[src/rtl/traffic_pkg.sv]
// Shared definitions for the timed highway/country traffic light controller:
// lamp colour codes, state encodings, the lamp-pair struct and the decode
// from state to lamp colours.
package traffic_pkg;

    localparam logic [1:0] RED    = 2'b00;
    localparam logic [1:0] YELLOW = 2'b01;
    localparam logic [1:0] GREEN  = 2'b10;
    localparam logic [1:0] OFF    = 2'b11;

    typedef enum logic [2:0] {
        HG    = 3'b000,
        HY    = 3'b001,
        AR1   = 3'b010,
        CG    = 3'b011,
        CY    = 3'b100,
        AR2   = 3'b101,
        FLASH = 3'b110
    } state_t;

    typedef struct packed {
        logic [1:0] hwy;
        logic [1:0] cntry;
    } lamp_t;

    // Lamp colours shown in a given state; blink selects the dark half of the
    // flashing cycle. Any unknown encoding shows all-red.
    function automatic lamp_t lamps_for(state_t s, logic blink);
        lamp_t l;
        l.hwy   = RED;
        l.cntry = RED;
        case (s)
            HG:      begin l.hwy = GREEN;  l.cntry = RED;    end
            HY:      begin l.hwy = YELLOW; l.cntry = RED;    end
            AR1:     begin l.hwy = RED;    l.cntry = RED;    end
            CG:      begin l.hwy = RED;    l.cntry = GREEN;  end
            CY:      begin l.hwy = RED;    l.cntry = YELLOW; end
            AR2:     begin l.hwy = RED;    l.cntry = RED;    end
            FLASH:   begin
                l.hwy   = blink ? OFF : YELLOW;
                l.cntry = blink ? OFF : RED;
            end
            default: begin l.hwy = RED;    l.cntry = RED;    end
        endcase
        return l;
    endfunction

endpackage

[src/rtl/phase_timer.sv]
// Tick counter for the current phase: synchronous clear, tick enable,
// saturates at all-ones, and flags when the count equals a parent-supplied
// target.
module phase_timer #(
    parameter int CNT_W = 8
) (
    input  logic             clk,
    input  logic             reset,
    input  logic             clear,
    input  logic             en,
    input  logic [CNT_W-1:0] target,
    output logic [CNT_W-1:0] count,
    output logic             at_target
);

    // Count enabled ticks; clear wins over counting, and the count never wraps.
    always_ff @(posedge clk or negedge reset) begin
        if (!reset) begin
            count <= '0;
        end else if (clear) begin
            count <= '0;
        end else if (en && (count != '1)) begin
            count <= count + 1'b1;
        end
    end

    assign at_target = (count == target);

endmodule

[src/rtl/traffic_light_timed.sv]
// Highway/country intersection controller. Phases advance only on tick
// pulses, except flash entry/exit and reset. Lamp and walk outputs are
// registered from the next state so they change on the same edge as the
// state register.
module traffic_light_timed
    import traffic_pkg::*;
#(
    parameter int CNT_W       = 8,
    parameter int T_HWY_MIN   = 20,
    parameter int T_MIN_GREEN = 10,
    parameter int T_MAX_GREEN = 40,
    parameter int T_YELLOW    = 3,
    parameter int T_ALLRED    = 2
) (
    input  logic       clk,
    input  logic       reset,
    input  logic       tick,
    input  logic       sensor,
    input  logic       ped_req,
    input  logic       flash,
    output logic [1:0] hwy,
    output logic [1:0] cntry,
    output logic       walk,
    output logic [2:0] state_o
);

    localparam logic [CNT_W-1:0] HWY_LAST = CNT_W'(T_HWY_MIN - 1);
    localparam logic [CNT_W-1:0] MIN_LAST = CNT_W'(T_MIN_GREEN - 1);
    localparam logic [CNT_W-1:0] MAX_LAST = CNT_W'(T_MAX_GREEN - 1);
    localparam logic [CNT_W-1:0] YEL_LAST = CNT_W'(T_YELLOW - 1);
    localparam logic [CNT_W-1:0] AR_LAST  = CNT_W'(T_ALLRED - 1);

    state_t           state;
    state_t           next_state;
    logic             req;
    logic             blink;
    logic             next_blink;
    logic [CNT_W-1:0] target;
    logic [CNT_W-1:0] count;
    logic             at_target;
    logic             timer_en;
    logic             timer_clear;
    lamp_t            lamps;

    // The HG timer stops at its minimum so the highway can hold green indefinitely.
    assign timer_en    = tick && !((state == HG) && at_target);
    assign timer_clear = (next_state != state);

    phase_timer #(.CNT_W(CNT_W)) u_timer (
        .clk       (clk),
        .reset     (reset),
        .clear     (timer_clear),
        .en        (timer_en),
        .target    (target),
        .count     (count),
        .at_target (at_target)
    );

    // State register.
    always_ff @(posedge clk or negedge reset) begin
        if (!reset) begin
            state <= HG;
        end else begin
            state <= next_state;
        end
    end

    // Next-state logic and timer target for the current phase; flash overrides all.
    always_comb begin
        next_state = state;
        target     = '0;
        case (state)
            HG: begin
                target = HWY_LAST;
                if (tick && at_target && req) next_state = HY;
            end
            HY: begin
                target = YEL_LAST;
                if (tick && at_target) next_state = AR1;
            end
            AR1: begin
                target = AR_LAST;
                if (tick && at_target) next_state = CG;
            end
            CG: begin
                target = MAX_LAST;
                if (tick && (at_target || ((count >= MIN_LAST) && !sensor)))
                    next_state = CY;
            end
            CY: begin
                target = YEL_LAST;
                if (tick && at_target) next_state = AR2;
            end
            AR2: begin
                target = AR_LAST;
                if (tick && at_target) next_state = HG;
            end
            FLASH:   next_state = AR2;
            default: next_state = AR2;
        endcase
        if (flash) next_state = FLASH;
    end

    // Blink phase: starts lit on flash entry and toggles on each tick while flashing.
    assign next_blink = ((state == FLASH) && (next_state == FLASH)) ? (blink ^ tick) : 1'b0;

    // Request latch; clearing on entry to country green beats a same-cycle set.
    always_ff @(posedge clk or negedge reset) begin
        if (!reset) begin
            req <= 1'b0;
        end else if ((next_state == CG) && (state != CG)) begin
            req <= 1'b0;
        end else if (sensor || ped_req) begin
            req <= 1'b1;
        end
    end

    // Registered lamp, walk and blink outputs decoded from the upcoming state.
    always_ff @(posedge clk or negedge reset) begin
        if (!reset) begin
            blink       <= 1'b0;
            lamps.hwy   <= GREEN;
            lamps.cntry <= RED;
            walk        <= 1'b0;
        end else begin
            blink <= next_blink;
            lamps <= lamps_for(next_state, next_blink);
            walk  <= (next_state == CG);
        end
    end

    assign hwy     = lamps.hwy;
    assign cntry   = lamps.cntry;
    assign state_o = state;

endmodule

[config.mk]
export PLATFORM = sky130hd
export DESIGN_NAME = traffic_light_timed
export DESIGN_NICKNAME = d
export VERILOG_FILES = /design/src/rtl/traffic_pkg.sv /design/src/rtl/phase_timer.sv /design/src/rtl/traffic_light_timed.sv
export SDC_FILE = /design/constraint.sdc
export NUM_CORES = 1
export LEC_CHECK = 0
export BUFFER_PORTS_ARGS = -buffer_cell sky130_fd_sc_hd__buf_2
export CAP_MARGIN = 20
export CORE_ASPECT_RATIO = 1.75
export CORE_MARGIN = 2
export CORE_UTILIZATION = 30
export CTS_CLUSTER_DIAMETER = 150
export DETAILED_ROUTE_END_ITERATION = 8
export GPL_ROUTABILITY_DRIVEN = 0
export PLACE_DENSITY = 0.56
export SLEW_MARGIN = 15
export SYNTH_ARGS = -nofsm -noshare
export SYNTH_HDL_FRONTEND = slang
export SYNTH_SLANG_ARGS = --single-unit
[constraint.sdc]
create_clock -name clk -period 6.1 [get_ports clk]
set_clock_uncertainty 0.2 [all_clocks]
set_input_delay 0.305 -clock clk [delete_from_list [all_inputs] [get_ports clk]]
set_output_delay 0.305 -clock clk [all_outputs]
set_load 0.03 [all_outputs]
* Yosys cells after proc, flatten, opt, wreduce, memory -nomap -nowiden
Cells that the tools add are included.
W data, S select, Z words.
** Storage, ports and cells
- Bits in registers :: 18
- Bits of input ports :: 6
- Output and inout port bits :: 8
- Logic and storage cells :: 60
** Operators by class
- Add/sub/neg operators :: 1
- Order comparisons :: 1
- Equal/unequal tests :: 14
- Mux-type cells :: 17
- Bitwise operators :: 1
- Reductions and logical operators :: 19
** Operators by type and width (number)
- $pmux W6 S4 :: 1
- $mux W3 :: 7
- $pmux W4 S5 :: 1
- $pmux W3 S6 :: 1
- $mux W8 :: 2
- $eq A3 B3 Y1 const B :: 5
- $eq A3 B2 Y1 const B :: 3
- $logic_and A1 B1 Y1 :: 9
- $add A8 B1 Y8 const B :: 1
- $eq A8 B6 Y1 :: 1
- $ge A8 B4 Y1 const B :: 1
- $ne A8 B8 Y1 const B :: 1
- $eq A3 B1 Y1 const B :: 2
- $logic_not A3 Y1 :: 2
- $mux W2 :: 2
- $reduce_bool A2 Y1 :: 2
- $reduce_or A2 Y1 :: 2
- $mux W1 :: 3
- $ne A3 B2 Y1 const B :: 1
- $ne A3 B3 Y1 :: 1
- $logic_not A1 Y1 :: 2
- $logic_or A1 B1 Y1 :: 2
- $xor A1 B1 Y1 :: 1

* Depth between registers and ports, before layout
- Depth after elaboration :: 14
- Depth in mapped cells :: 9
- Gate-level depth less buffers :: 9

* Hierarchy
From an unflattened synthesis, not the netlist that was laid out.
** Second synthesis, totals
- Cells, all modules :: 133
- Area, all modules :: 1275.0 um^2
** Modules (own cells, without submodules)
- traffic_light_timed :: times used 1, cells each 74, area each 671.9 um^2, sequential area each 251.5 um^2
- phase_timer :: times used 1, cells each 59, area each 603.1 um^2, sequential area each 200.2 um^2

* Worst setup path after synthesis
Ideal clock, no wire load.
- Path kind :: register to register
- Start :: reg state[1], in the netlist state_o[1]
- End :: reg hwy[0] (netlist name)
- Setup time :: 118 ps
- Arrival time :: 2102 ps
- Data required time :: 5782 ps
- Setup slack :: 3679 ps
- Stages on the path, launching flop included :: 7
- Buffers on the path :: 1
- Period minus slack after synthesis :: 2421 ps
- Path through :: dfrtp_1 -> buf_4 -> nand3b_1 -> o32a_2 -> a211oi_2 -> mux2_2 -> a21o_1
** On the way
- Cells in the longest elaborated chain, start to end :: 11
- Elaborated cells on any way between the ends :: 28
- Classes of those cells :: 10 x eq/ne; 10 x mux; 8 x reduce/logical
** Ends and longest elaborated chain
- from (decl) :: RTL line traffic_light_timed.sv:33 : state_t state;
- from (signal assigned) :: RTL line traffic_light_timed.sv:64 : state <= next_state;
- $eq A3 B3 Y1, or another cell as far along :: RTL line traffic_light_timed.sv:72 : case (state)
- $reduce_or A2 Y1 (no source line)
- $pmux W6 S4 :: RTL line traffic_light_timed.sv:72
- $eq A8 B6 Y1 :: RTL line phase_timer.sv:27 : assign at_target = (count == target);
- $logic_or A1 B1 Y1 / $logic_and A1 B1 Y1 (equally long branches)
- $logic_and A1 B1 Y1 (on tied branches) :: RTL line traffic_light_timed.sv:87, traffic_light_timed.sv:75
- $mux W3 (on tied branches) :: RTL line traffic_light_timed.sv:87, traffic_light_timed.sv:75
- $pmux W3 S6 * :: RTL line traffic_light_timed.sv:72
- $mux W3 * :: RTL line traffic_light_timed.sv:101 : if (flash) next_state = FLASH;
- $eq A3 B3 Y1, or another cell as far along :: RTL line traffic_pkg.sv:32 : case (s)
- $pmux W4 S5 * :: RTL line traffic_pkg.sv:32
Every way passes the cells marked *; elsewhere a longest branch is shown, timed or not.
A chain may end at the register's enable or synchronous reset.

* Worst setup path after layout
- Start :: reg u_timer.count[0]
- End :: reg hwy[1] (netlist name)
** On the way
- Cells in the longest elaborated chain, start to end :: 12
- Elaborated cells on any way between the ends :: 24
- Classes of those cells :: 1 x order compare; 5 x eq/ne; 11 x mux; 7 x reduce/logical
** Ends and longest elaborated chain
- from (decl) :: RTL line phase_timer.sv:12 : output logic [CNT_W-1:0] count,
- from (signal assigned) :: RTL line phase_timer.sv:23 : count <= count + 1'b1;
- $ge A8 B4 Y1 :: RTL line traffic_light_timed.sv:87 : if (tick && (at_target || ((count >= MIN_LAST) && !sensor)))
- $logic_and A1 B1 Y1 :: RTL line traffic_light_timed.sv:87
- $logic_or A1 B1 Y1 :: RTL line traffic_light_timed.sv:87
- $logic_and A1 B1 Y1 :: RTL line traffic_light_timed.sv:87
- $mux W3 :: RTL line traffic_light_timed.sv:87
- $pmux W3 S6 * :: RTL line traffic_light_timed.sv:72
- $mux W3 * :: RTL line traffic_light_timed.sv:101
- $eq A3 B3 Y1 :: RTL line traffic_pkg.sv:32, traffic_light_timed.sv:105
- $logic_and A1 B1 Y1 :: RTL line traffic_light_timed.sv:105 : assign next_blink = ((state == FLASH) && (next_state == FLASH)) ? (blink ^ tick) : 1'b0;
- $mux W1 :: RTL line traffic_light_timed.sv:105
- $mux W2 :: RTL line traffic_pkg.sv:40 : l.hwy = blink ? OFF : YELLOW;
- $pmux W4 S5 * :: RTL line traffic_pkg.sv:32
Marked as above.

==> reports/results.ini <==
[status]
status=completed

[yosys]
yosys-top-cells-area=dfrtp_1 36%, nor2_1 4.5%, xnor2_1 3.7%
yosysMostFrequentCell=dfrtp_1
synth.avg_cell_area_um2=9.33
async_flop_share=1.00
postSynthCellCount=126
synth_edf_count=0
synth_area_um2=1180
synth_top_area_frac=0.362
synth_seq_cells=18
synth.net_count=135
yosys.area.top_type=dfrtp_1
synth_warnings=0
yosys_most_used_dff=dfrtp_1
synth_cell_type_count=49
synth_common_cells=17 x dfrtp_1, 14 x nor2_1, 6 x inv_1, 6 x nor3_1
seq_area_frac_synth=0.384

[detailed_routing]
detail-route-antenna-nets=0
drtIter0Drc=21
route.vias.total=991
drc=0
wl_per_cell_um=14.7
first_pass_iters=4
viasPerCell=5.33
finalWirelength_mm=2.73

[min_path]
hold_path_depth=3
min_path_type=primary input to register

[cts]
tritoncts=yes
clk_pin_slew_ps=70
cts_setup_buffers=0
htree_levels=1
cts_resized=0
cts_sinks=18
clk_path_buf_depth=2
clk_latency_ps=260
root_buffer=clkbuf_8
cts_buffers=3

[floorplanning]
rows=30
die_area_um2=4460
start_util=0.307
pin_count=14
dieHeight_um=86.8
design.core.area_um2=3830
die_w_um=51.3

[grt]
grt_pass1_wl_mm=4.53
grt_pass1_vias=978
grt.total_usage=0.138
grt_antenna_before_repair=0
grt_overflow=0
grt_max_degree=23

[worst_setup_path]
path_class=register to register
crit_end=hwy[1]
r2r_end=hwy[1]
regToRegSetupSlack_ps=3400
r2r-start=u_timer.count[0]
end_kind=register
cp.arrival_ps=2670
crit_start=u_timer.count[0]
worstPathMaxFanout=9
cp-start-kind=register
required_ps=6070
r2r_cells=8

[placement]
dp_hpwl_mm=2.07
postPlaceCellArea_um2=1260
io_buffer_count=13

[layout]
final.fill_count=425
regArea_um2=452
multi_input_area_um2=666
final_area_um2=1330
diodes=0
fin_nets=148
drive_gt1_frac=0.188
syn_to_final_growth_pct=13.1

[sta]
final_max_slew_viol_count=0
period_minus_slack_ps=2700
finalCritPeriodShare=0.443
tightest_slew_ps=572
rsz0062_at_grt=false
setup_tns_ps=0
relSlewSlack=0.616
fmax_ghz=0.370
hold_viol_final=0
setup_viol=0

[power_and_ir_drop]
power_density_nw_per_um2=406
p_leak_nw=0.579
ir_worst_vdd_v=0.000243

[flow_run]
drv_cap=0

[power by group]
part / internal, mW / switching, mW
logic: 0.103 / 0.146
clock network: 0.0575 / 0.0434
registers: 0.141 / 0.0500
[final cells by class]
cell class	count	area share
flip-flops and latches	18	0.340
multi-input cells	96	0.500
inverters	6	0.0169
well taps	48	0.0452
repair buffers	14	0.0564
clock buffers	4	0.0414
[worst min-delay path by stage]
stage               slack (ps)      to     from
global route               150     req  ped_req
detailed placement          70  hwy[0]    reset
global placement            60  hwy[0]    reset
floorplan                 -190   blink    reset
finish                     100     req  ped_req
CTS                        100     req  ped_req
[per-layer routing]
| metal | routed length, um | up-vias | share of wire | GRT usage |
|---|---|---|---|---|
| met5 | 0 | - | 0 | 0 |
| met4 | 61 | 0 | 0.022 | 0.0933 |
| met3 | 79 | 7 | 0.029 | 0.0293 |
| met2 | 1480 | 19 | 0.54 | 0.240 |
| met1 | 1110 | 486 | 0.41 | 0.144 |
| li1 | - | 479 | - | - |
[timing repair]
action,in CTS,in global routing
hold buffers,1,0
endpoints found under the setup margin,0,0
hold endpoints to repair,17,0
[layout by cell type (no fill, tap or decap), types with 2 or more instances in the layout]
| cell type | n |
|---|---|
| a211o_1 | 3 |
| a21oi_1 | 5 |
| buf_2 | 13 |
| clkbuf_8 | 4 |
| dfrtp_1 | 17 |
| ha_1 | 3 |
| inv_1 | 6 |
| mux2i_1 | 2 |
| nand2_1 | 5 |
| nand2b_1 | 3 |
| nand3_1 | 2 |
| nand3b_1 | 2 |
| nand4_1 | 4 |
| nor2_1 | 14 |
| nor2b_1 | 2 |
| nor3_1 | 6 |
| o21a_1 | 2 |
| o21ai_1 | 3 |
| o31ai_1 | 2 |
| or2b_1 | 3 |
| or3_1 | 2 |
| xnor2_1 | 5 |
| xor2_1 | 5 |
[critical path: stages, from the launching register on]
cell	delay (ps)
dfrtp_1	530
inv_1	150
ha_1	220
inv_1	50
o31ai_1	70
a211oi_1	500
a21boi_0	220
a211o_1	380
o41ai_2	290
[cells by family (layout without fill, tap and decap cells)]
| group | count (synthesis) | after routing | synth area share |
|---|---|---|---|
| buffers and inverters | 12 | 24 | 0.0500 |
| DFF | 18 | 18 | 0.384 |
| and+or+nand+nor | 51 | 51 | 0.239 |
| AOI/OAI and AO/OA | 29 | 29 | 0.194 |
| muxes | 3 | 3 | 0.0266 |
| xor gates and xnor gates | 10 | 10 | 0.0745 |
| adders and majority gates | 3 | 3 | 0.0319 |
[per-stage QoR]
step / setup WS, ps / hold WS (ps) / instances / util / power, mW
after floorplan: 3680 / -191 / 126 / - / 0.390
after global placement: 3400 / 59.1 / 181 / 0.330 / 0.439
after detailed placement: 3400 / 70.6 / 181 / 0.330 / 0.443
after CTS: 3380 / 99.3 / 186 / 0.347 / 0.545
after global routing: 3110 / 147 / 186 / 0.347 / 0.583
final: 3400 / 96.1 / 186 / 0.347 / 0.541
[flip-flops by register name, summed over array words and instances, names as in the netlist]
register       count
req                1
u_timer.count      8
blink              1
cntry              2
hwy                2
walk               1
state_o            3
(Power assumes the default switching activity.)
